--- src/rtl/dsp_pkg.sv ---
// Shared constants for the DSP block family: depth/width limits, occupancy
// width and the reset-style selector used by registered primitives.
package dsp_pkg;

    localparam int unsigned MAX_DEPTH = 8;
    localparam int unsigned MAX_WIDTH = 48;
    localparam int unsigned OCC_W     = 4;

    localparam bit RST_SYNC  = 1'b0;
    localparam bit RST_ASYNC = 1'b1;

endpackage

--- src/rtl/dsp_pipe_delay_if.sv ---
// Data/valid stream in and out of the delay pipe, plus its occupancy report.
interface dsp_pipe_delay_if #(
    parameter int unsigned WIDTH = 18
);
    import dsp_pkg::*;

    logic [WIDTH-1:0] in_data;
    logic             in_valid;
    logic [WIDTH-1:0] out_data;
    logic             out_valid;
    logic [OCC_W-1:0] occupancy;

    modport master (
        output in_data,
        output in_valid,
        input  out_data,
        input  out_valid,
        input  occupancy
    );

    modport slave (
        input  in_data,
        input  in_valid,
        output out_data,
        output out_valid,
        output occupancy
    );

endinterface

--- src/rtl/dsp_pipe_stage.sv ---
// One pipe stage: data register plus valid bit with clock enable and
// valid-only flush. Reset style is selectable so other DSP blocks can reuse it.
module dsp_pipe_stage
    import dsp_pkg::*;
#(
    parameter int unsigned WIDTH    = 18,
    parameter bit          RST_MODE = RST_ASYNC
) (
    input  logic             clk,
    input  logic             rst,
    input  logic             ce,
    input  logic             flush,
    input  logic [WIDTH-1:0] i_data,
    input  logic             i_valid,
    output logic [WIDTH-1:0] o_data,
    output logic             o_valid
);

    logic [WIDTH-1:0] r_data;
    logic             r_valid;
    logic [WIDTH-1:0] w_data_nxt;
    logic             w_valid_nxt;

    // Flush only drops the valid bit; data keeps its last loaded value.
    always_comb begin
        w_data_nxt  = r_data;
        w_valid_nxt = r_valid;
        if (flush) begin
            w_valid_nxt = 1'b0;
        end else if (ce) begin
            w_data_nxt  = i_data;
            w_valid_nxt = i_valid;
        end
    end

    if (RST_MODE == RST_ASYNC) begin : g_async
        always_ff @(posedge clk or posedge rst) begin
            if (rst) begin
                r_data  <= '0;
                r_valid <= 1'b0;
            end else begin
                r_data  <= w_data_nxt;
                r_valid <= w_valid_nxt;
            end
        end
    end else begin : g_sync
        always_ff @(posedge clk) begin
            if (rst) begin
                r_data  <= '0;
                r_valid <= 1'b0;
            end else begin
                r_data  <= w_data_nxt;
                r_valid <= w_valid_nxt;
            end
        end
    end

    assign o_data  = r_data;
    assign o_valid = r_valid;

endmodule

--- src/rtl/dsp_pipe_delay.sv ---
// Fixed-latency data/valid delay line of DEPTH stages with shared clock
// enable, flush and occupancy count; DEPTH=0 degenerates to a wire.
module dsp_pipe_delay
    import dsp_pkg::*;
#(
    parameter int unsigned WIDTH = 18,
    parameter int unsigned DEPTH = 2
) (
    input  logic           clk,
    input  logic           rst,
    input  logic           ce,
    input  logic           flush,
    dsp_pipe_delay_if.slave bus
);

    if (DEPTH > MAX_DEPTH || WIDTH == 0 || WIDTH > MAX_WIDTH) begin : g_param_err
        $error("dsp_pipe_delay: WIDTH=%0d DEPTH=%0d out of range", WIDTH, DEPTH);
    end

    if (DEPTH == 0) begin : g_bypass
        logic w_unused;
        assign w_unused      = &{1'b0, clk, rst, ce, flush};
        assign bus.out_data  = bus.in_data;
        assign bus.out_valid = bus.in_valid;
        assign bus.occupancy = '0;
    end else begin : g_pipe
        logic [WIDTH-1:0] w_data [DEPTH+1];
        logic [DEPTH:0]   w_valid;
        logic [OCC_W-1:0] w_occ;

        assign w_data[0]  = bus.in_data;
        assign w_valid[0] = bus.in_valid;

        for (genvar k = 0; k < int'(DEPTH); k++) begin : g_stage
            dsp_pipe_stage #(
                .WIDTH    (WIDTH),
                .RST_MODE (RST_ASYNC)
            ) u_stage (
                .clk     (clk),
                .rst     (rst),
                .ce      (ce),
                .flush   (flush),
                .i_data  (w_data[k]),
                .i_valid (w_valid[k]),
                .o_data  (w_data[k+1]),
                .o_valid (w_valid[k+1])
            );
        end

        // Population count of the stage valid bits (index 0 is the input, not a stage).
        always_comb begin
            w_occ = '0;
            for (int k = 1; k <= int'(DEPTH); k++) begin
                w_occ = w_occ + OCC_W'(w_valid[k]);
            end
        end

        assign bus.out_data  = w_data[DEPTH];
        assign bus.out_valid = w_valid[DEPTH];
        assign bus.occupancy = w_occ;
    end

endmodule

--- src/flat_wrapper.sv ---
// flat-port wrapper written by rule: the top's interface ports become plain ports
module dsp_pipe_delay_flat import dsp_pkg::*;
#(
    parameter int unsigned WIDTH = 18,
    parameter int unsigned DEPTH = 2
)
  (clk, rst, ce, flush, bus_in_data, bus_in_valid, bus_out_data, bus_out_valid, bus_occupancy);
  dsp_pipe_delay_if #(.WIDTH(WIDTH)) bus_i ();
  input  logic clk;
  input  logic rst;
  input  logic ce;
  input  logic flush;
  input wire logic [$bits(bus_i.in_data)-1:0] bus_in_data;
  input wire logic [$bits(bus_i.in_valid)-1:0] bus_in_valid;
  output wire logic [$bits(bus_i.out_data)-1:0] bus_out_data;
  output wire logic [$bits(bus_i.out_valid)-1:0] bus_out_valid;
  output wire logic [$bits(bus_i.occupancy)-1:0] bus_occupancy;
  assign bus_i.in_data = bus_in_data;
  assign bus_i.in_valid = bus_in_valid;
  assign bus_out_data = bus_i.out_data;
  assign bus_out_valid = bus_i.out_valid;
  assign bus_occupancy = bus_i.occupancy;
  dsp_pipe_delay #(.WIDTH(WIDTH), .DEPTH(DEPTH)) u_core (.clk(clk), .rst(rst), .ce(ce), .flush(flush), .bus(bus_i));
endmodule
--- config.mk ---
export PLATFORM = sky130hd
export DESIGN_NAME = dsp_pipe_delay_flat
export DESIGN_NICKNAME = d
export VERILOG_FILES = /design/src/rtl/dsp_pkg.sv /design/src/rtl/dsp_pipe_delay_if.sv /design/src/rtl/dsp_pipe_stage.sv /design/src/rtl/dsp_pipe_delay.sv /design/src/flat_wrapper.sv
export SDC_FILE = /design/constraint.sdc
export NUM_CORES = 1
export LEC_CHECK = 0
export BUFFER_PORTS_ARGS = -buffer_cell sky130_fd_sc_hd__buf_4
export CAP_MARGIN = 40
export CORE_MARGIN = 5
export CORE_UTILIZATION = 30
export CTS_BUF_LIST = sky130_fd_sc_hd__clkbuf_16
export DETAILED_ROUTE_END_ITERATION = 7
export PLACE_DENSITY_LB_ADDON = 0.15
export SLEW_MARGIN = 5
export SYNTH_ARGS = -nofsm -noshare
export SYNTH_HDL_FRONTEND = slang
export SYNTH_SLANG_ARGS = --single-unit
--- constraint.sdc ---
create_clock -name clk -period 1.65 [get_ports clk]
set_input_delay 0.33 -clock clk [delete_from_list [all_inputs] [get_ports clk]]
set_output_delay 0.33 -clock clk [all_outputs]
set_load 0.005 [all_outputs]
==> results of run 1 <==
[through the flow]
stage          setup WS (ns)  instances  cell area (sq um)  power (mW)
6_report               0.204        206               2110        2.62
5_1_grt                0.160        206               2110        2.78
4_1_cts                0.187        206               2110        2.68
3_5_place_dp           0.278        198               1970        1.78
3_3_place_gp           0.306        198               1970        1.76
2_1_floorplan          0.459         89               1630        1.52
[power groups by stage]
| stage | registers, mW | logic (mW) | clock network [mW] |
|---|---|---|---|
| 3_5_place_dp | 1.22 | 0.556 | 0 |
| 4_1_cts | 1.21 | 0.557 | 0.913 |
| 5_1_grt | 1.23 | 0.592 | 0.958 |
| 2_1_floorplan | 1.21 | 0.311 | 0 |
| 6_report | 1.21 | 0.542 | 0.875 |
| 3_3_place_gp | 1.22 | 0.543 | 0 |
[cell type report]
cell class	count	area (sq um)
clock inverters	3	12.5
fillers	505	3060
flip-flops and latches	38	951
well taps	70	87.6
repair buffers	45	350
multi-input cells	44	579
clock buffers	5	125
inverters	1	3.75
[cell families after synthesis]
group / Yosys count
adders and majority gates: 1
buffers and inverters: 7
DFF: 38
muxes: 38
other: 1
and+or+nand+nor: 3
[flip-flops by register name, summed over array words and instances, names as in the netlist]
signal                                 flops
u_core.g_pipe.g_stage.u_stage.o_data      36
u_core.g_pipe.g_stage.u_stage.o_valid      2
[metal layers]
metal	vias to the layer above	wire length (um)	track usage
li1	392	-	-
met1	430	1140	0.0921
met2	34	1340	0.145
met3	5	261	0.0523
met4	0	44	0.0307
met5	-	0	0
[worst min-delay path by stage]
stage	slack, ns	cells after the start	to
floorplan	0.40	1	u_core.g_pipe.g_stage[0].u_stage.o_valid
global placement	0.47	3	u_core.g_pipe.g_stage[1].u_stage.o_data[15]
detailed placement	0.49	3	u_core.g_pipe.g_stage[1].u_stage.o_data[8]
CTS	0.19	3	u_core.g_pipe.g_stage[1].u_stage.o_data[8]
global route	0.23	3	u_core.g_pipe.g_stage[1].u_stage.o_data[8]
finish	0.17	3	u_core.g_pipe.g_stage[1].u_stage.o_data[1]
[synthesized netlist by cell type]
cell type and n:
buf_4 2, dfrtp_1 38, conb_1 1, mux2_2 6, mux2_4 30, nor2_1 2
mux2i_1 2, buf_12 4, inv_1 1, ha_1 1, nor2b_4 1
==> impl_metrics.yaml, run 1 <==
power:
  vdd_drop_max_v: 0.000539
  clock_power_share: 0.334
  switchingPower_mw: 0.581
  pwr-share-comb: 0.207
  intPower_mw: 2.04
  switching_share: 0.221
  seqPwrFrac: 0.460
  powerDensity_nw_per_um2: 1240
  p_leak_nw: 1.04
drt:
  wl_um: 2780
  first_pass_iters: 3
  ant_nets: 0
  wl_per_cell_um: 13.5
  vias_per_cell: 4.18
  vias: 861
  drcViolationCount: 0
  drt_iter0_drc: 18
cells_and_area:
  final_cell_mix: "44 x buf_4, 38 x dfrtp_1, 30 x mux2_4"
  drive_gt1_frac: 0.647
  area_growth_pct: 29.8
  utilization: 0.408
  final_common_cell: "buf_4"
  layout.nets: 159
  antennaDiodeCount: 0
setup_path:
  rrSetupSlack_ns: 0.88
  cp_max_fo: 3
  startpoint: "u_core.g_pipe.g_stage[1].u_stage.o_valid"
  r2r_cells: 1
  endpoint_kind: "primary output"
  r2r_end: "u_core.g_pipe.g_stage[1].u_stage.o_data[1]"
  worstPathRequired_ns: 1.32
  slowest_stage: "dfrtp_1"
  crit_family: "flip-flops"
  start_kind: "flip-flop"
  crit_arrival_ns: 1.12
  worst-path-buf-inv: 1
  path_cells: "ha_1 -> buf_4"
  worstSetupPathType: "flip-flop to primary output"
  rr_startpoint: "u_core.g_pipe.g_stage[1].u_stage.o_data[1]"
  critPathCapture: "bus_occupancy[0]"
  max_stage_delay_ns: 0.40
  cp.depth: 2
placement:
  portBuffers: 43
  globalplace.congestion: 0.664
  dp_hpwl_um: 1910
floorplanning:
  die_x_um: 83.6
  start_util: 0.314
  rows: 26
  die_y_um: 83.6
  ios: 46
  dieArea_sq_um: 6990
  fp.coreArea_sq_um: 5170
grt:
  grt_max_degree: 39
  grt_first_pass_wirelength_um: 4870
  globalRouteTotalUtil: 0.0876
  grt_pass1_vias: 1040
  antenna_found_initial: 0
  gr-total-overflow: 0
timing:
  maxSlewViolCount: 0
  finalSetupTns_ns: 0
  rsz0062_at_grt: "false"
  period_share: 0.877
  whs_ns: 0.174
  finalSetupViolations: 0
  max_freq_mhz: 691
  finClkSkew_ns: 0.00101
  period_minus_slack_ns: 1.45
  hold_viol: 0
logic_synthesis:
  synth_warnings: 0
  synth_top_area_cell: "dfrtp_1"
  synth_top_family_by_area: "multiplexers"
  synth_fa_ha_area_frac: 0.00770
  synth_compound_area_frac: 0
  synth_area_sq_um: 1630
  muxShareOfSynthArea: 0.331
  synthTopCellsByArea: "dfrtp_1 59%, mux2_4 28%, buf_12 4.9%"
  synth.avg_cell_area_sq_um: 18.5
  seq_area_frac_synth: 0.585
  syn_inst: 88
  yosysTopAreaCellShare: 0.585
  synth-simple-area-share: 0.0131
  synth.distinct_cells: 11
  yosys_register_bits: 38
  synth-xor-area-share: 0
clocking:
  clk_pin_slew_ns: 0.05
  cts_num_sinks: 38
  htreeDepth: 2
  clk_path_buf_depth: 2
  ctsHoldBuffers: 0
  cts_tree: "done"
  ctsResizeCount: 0
  clk_latency_ns: 0.27
  root_buffer: "clkbuf_16"
  cts_buffers: 5
  postCtsSetupBuffers: 0
run_status:
  status: "completed"
hold_path:
  min_path_type: "input port to asynchronous set/reset pin"
run:
  maxCapViolCount: 0
(Power assumes the default switching activity.)
==> run 2, diff against run 1 <==
CORE_MARGIN = 1.5   (was 5)
RECOVER_POWER = 25   (was default)
==> run 2 against run 1 <==
Net effect:
- first-iteration DRC count rose to 2.7 times the previous value
- register-to-register slack about the same
- clock skew up 0.0029 ns
- sequential share of layout area up 0.11 points
- die area down 16%
- cell count down 0.49%
- routed wire length down 4.4%
- highest routed layer unchanged
- largest cell class unchanged
==> impl_metrics.yaml, run 2 (synthesis results as in run 1) <==
placement:
  dp_hpwl_um: 1770
  globalplace.congestion: 0.615
  portBuffers: 43
  pre_cts_slack_ns: 0.272
drt:
  drcViolationCount: 0
  ant_nets: 0
  vias_per_cell: 4.20
  wl_um: 2660
  drt_iter0_drc: 49
  first_pass_iters: 3
  wl_per_cell_um: 13.0
  vias: 862
setup_path:
  r2r_cells: 1
  path_cells: "ha_1 -> buf_4"
  cp_max_fo: 3
  worstSetupPathType: "flip-flop to primary output"
  worstPathRequired_ns: 1.32
  cp.depth: 2
  start_kind: "flip-flop"
  crit_family: "flip-flops"
  slowest_stage: "dfrtp_1"
  worst-path-buf-inv: 1
  max_stage_delay_ns: 0.41
  endpoint_kind: "primary output"
  crit_arrival_ns: 1.13
timing:
  period_share: 0.882
  maxSlewViolCount: 0
  finalSetupTns_ns: 0
  maxSlewHeadroom: 0.371
  rsz0062_at_grt: "false"
  finalSetupViolations: 0
  max_freq_mhz: 687
  hold_viol: 0
  finClkSkew_ns: 0.00387
  period_minus_slack_ns: 1.46
  timing.final.ws_setup_ns: 0.195
  tightest_slew_ns: 0.944
grt:
  grt_pass1_vias: 904
  antenna_found_initial: 0
  gr-total-overflow: 0
  grt_first_pass_wirelength_um: 4470
  grt_max_degree: 39
  globalRouteTotalUtil: 0.0991
clocking:
  clk_pin_slew_ns: 0.06
  root_buffer: "clkbuf_16"
  cts_num_sinks: 38
  ctsHoldBuffers: 0
  clk_latency_ns: 0.27
  ctsResizeCount: 0
  cts_tree: "done"
  htreeDepth: 2
  clk_path_buf_depth: 2
  postCtsSetupBuffers: 0
  cts_buffers: 5
hold_path:
  whs_path_depth: 2
  min_path_type: "input port to flip-flop"
floorplanning:
  fp.coreArea_sq_um: 5170
  die_x_um: 76.6
  ios: 46
  start_util: 0.314
  rows: 26
  die_y_um: 76.6
  dieArea_sq_um: 5870
cells_and_area:
  final_common_cell: "buf_4"
  layout.nets: 159
  final_cell_mix: "42 x buf_4, 38 x dfrtp_1, 30 x mux2_4"
  largest_reg_flops: 36
  antennaDiodeCount: 0
  area_growth_pct: 29.5
  drive_gt1_frac: 0.659
power:
  vdd_drop_max_v: 0.000415
  powerDensity_nw_per_um2: 1250
  p_leak_nw: 1.03
run_status:
  status: "completed"
run:
  maxCapViolCount: 0
[run 2: cell types whose count changed in the layout (fill, tap and decap cells not counted), sizes merged]
| cell | delta |
|---|---|
| buf | -2 |
| clkbuf | +2 |
| inv | -1 |
[run 2: cell type report]
type,instances,area [sq um]
clock buffer,5,125
clock inverter,2,10.0
fill,502,3070
inverter,1,3.75
multi-input combinational,44,579
sequential,38,951
tap,70,87.6
timing repair buffer,45,348
[run 2: report_power, final]
group	total [mW]	leakage, nW	switching, mW	internal, mW
logic	0.536	0.514	0.147	0.388
clock network	0.884	0.0694	0.340	0.544
registers	1.21	0.451	0.0976	1.11
total	2.63	1.03	0.585	2.04
[run 2: path summary, 6_finish.rpt]
| kind | from | to | slack, ns |
|---|---|---|---|
| max | u_core.g_pipe.g_stage[1].u_stage.o_valid | bus_occupancy[0] | 0.19 |
| max in group asynchronous | rst | u_core.g_pipe.g_stage[0].u_stage.o_data[3] | 0.72 |
| min in group asynchronous | rst | u_core.g_pipe.g_stage[0].u_stage.o_data[4] | 0.35 |
| min reg2reg | u_core.g_pipe.g_stage[0].u_stage.o_data[7] | u_core.g_pipe.g_stage[1].u_stage.o_data[7] | 0.50 |
| min | flush | u_core.g_pipe.g_stage[0].u_stage.o_valid | 0.24 |
| max reg2reg | u_core.g_pipe.g_stage[1].u_stage.o_data[2] | u_core.g_pipe.g_stage[1].u_stage.o_data[2] | 0.88 |
[run 2: stage by stage]
step	total power, mW	hold slack, ns	util	instance area [sq um]	cells
2_1_floorplan	1.52	0.396	-	1630	89
6_report	2.63	0.236	0.407	2100	205
4_1_cts	2.68	0.196	0.407	2110	205
3_5_place_dp	1.77	0.492	0.381	1970	198
5_1_grt	2.77	0.237	0.407	2100	205
3_3_place_gp	1.75	0.472	0.381	1970	198
[run 2: metal layers]
| metal | global-route usage | up-vias | routed length (um) |
|---|---|---|---|
| met3 | 0.0395 | 4 | 191 |
| li1 | - | 389 | - |
| met5 | 0 | - | 0 |
| met2 | 0.143 | 33 | 1210 |
| met4 | 0.0444 | 0 | 22 |
| met1 | 0.130 | 436 | 1240 |
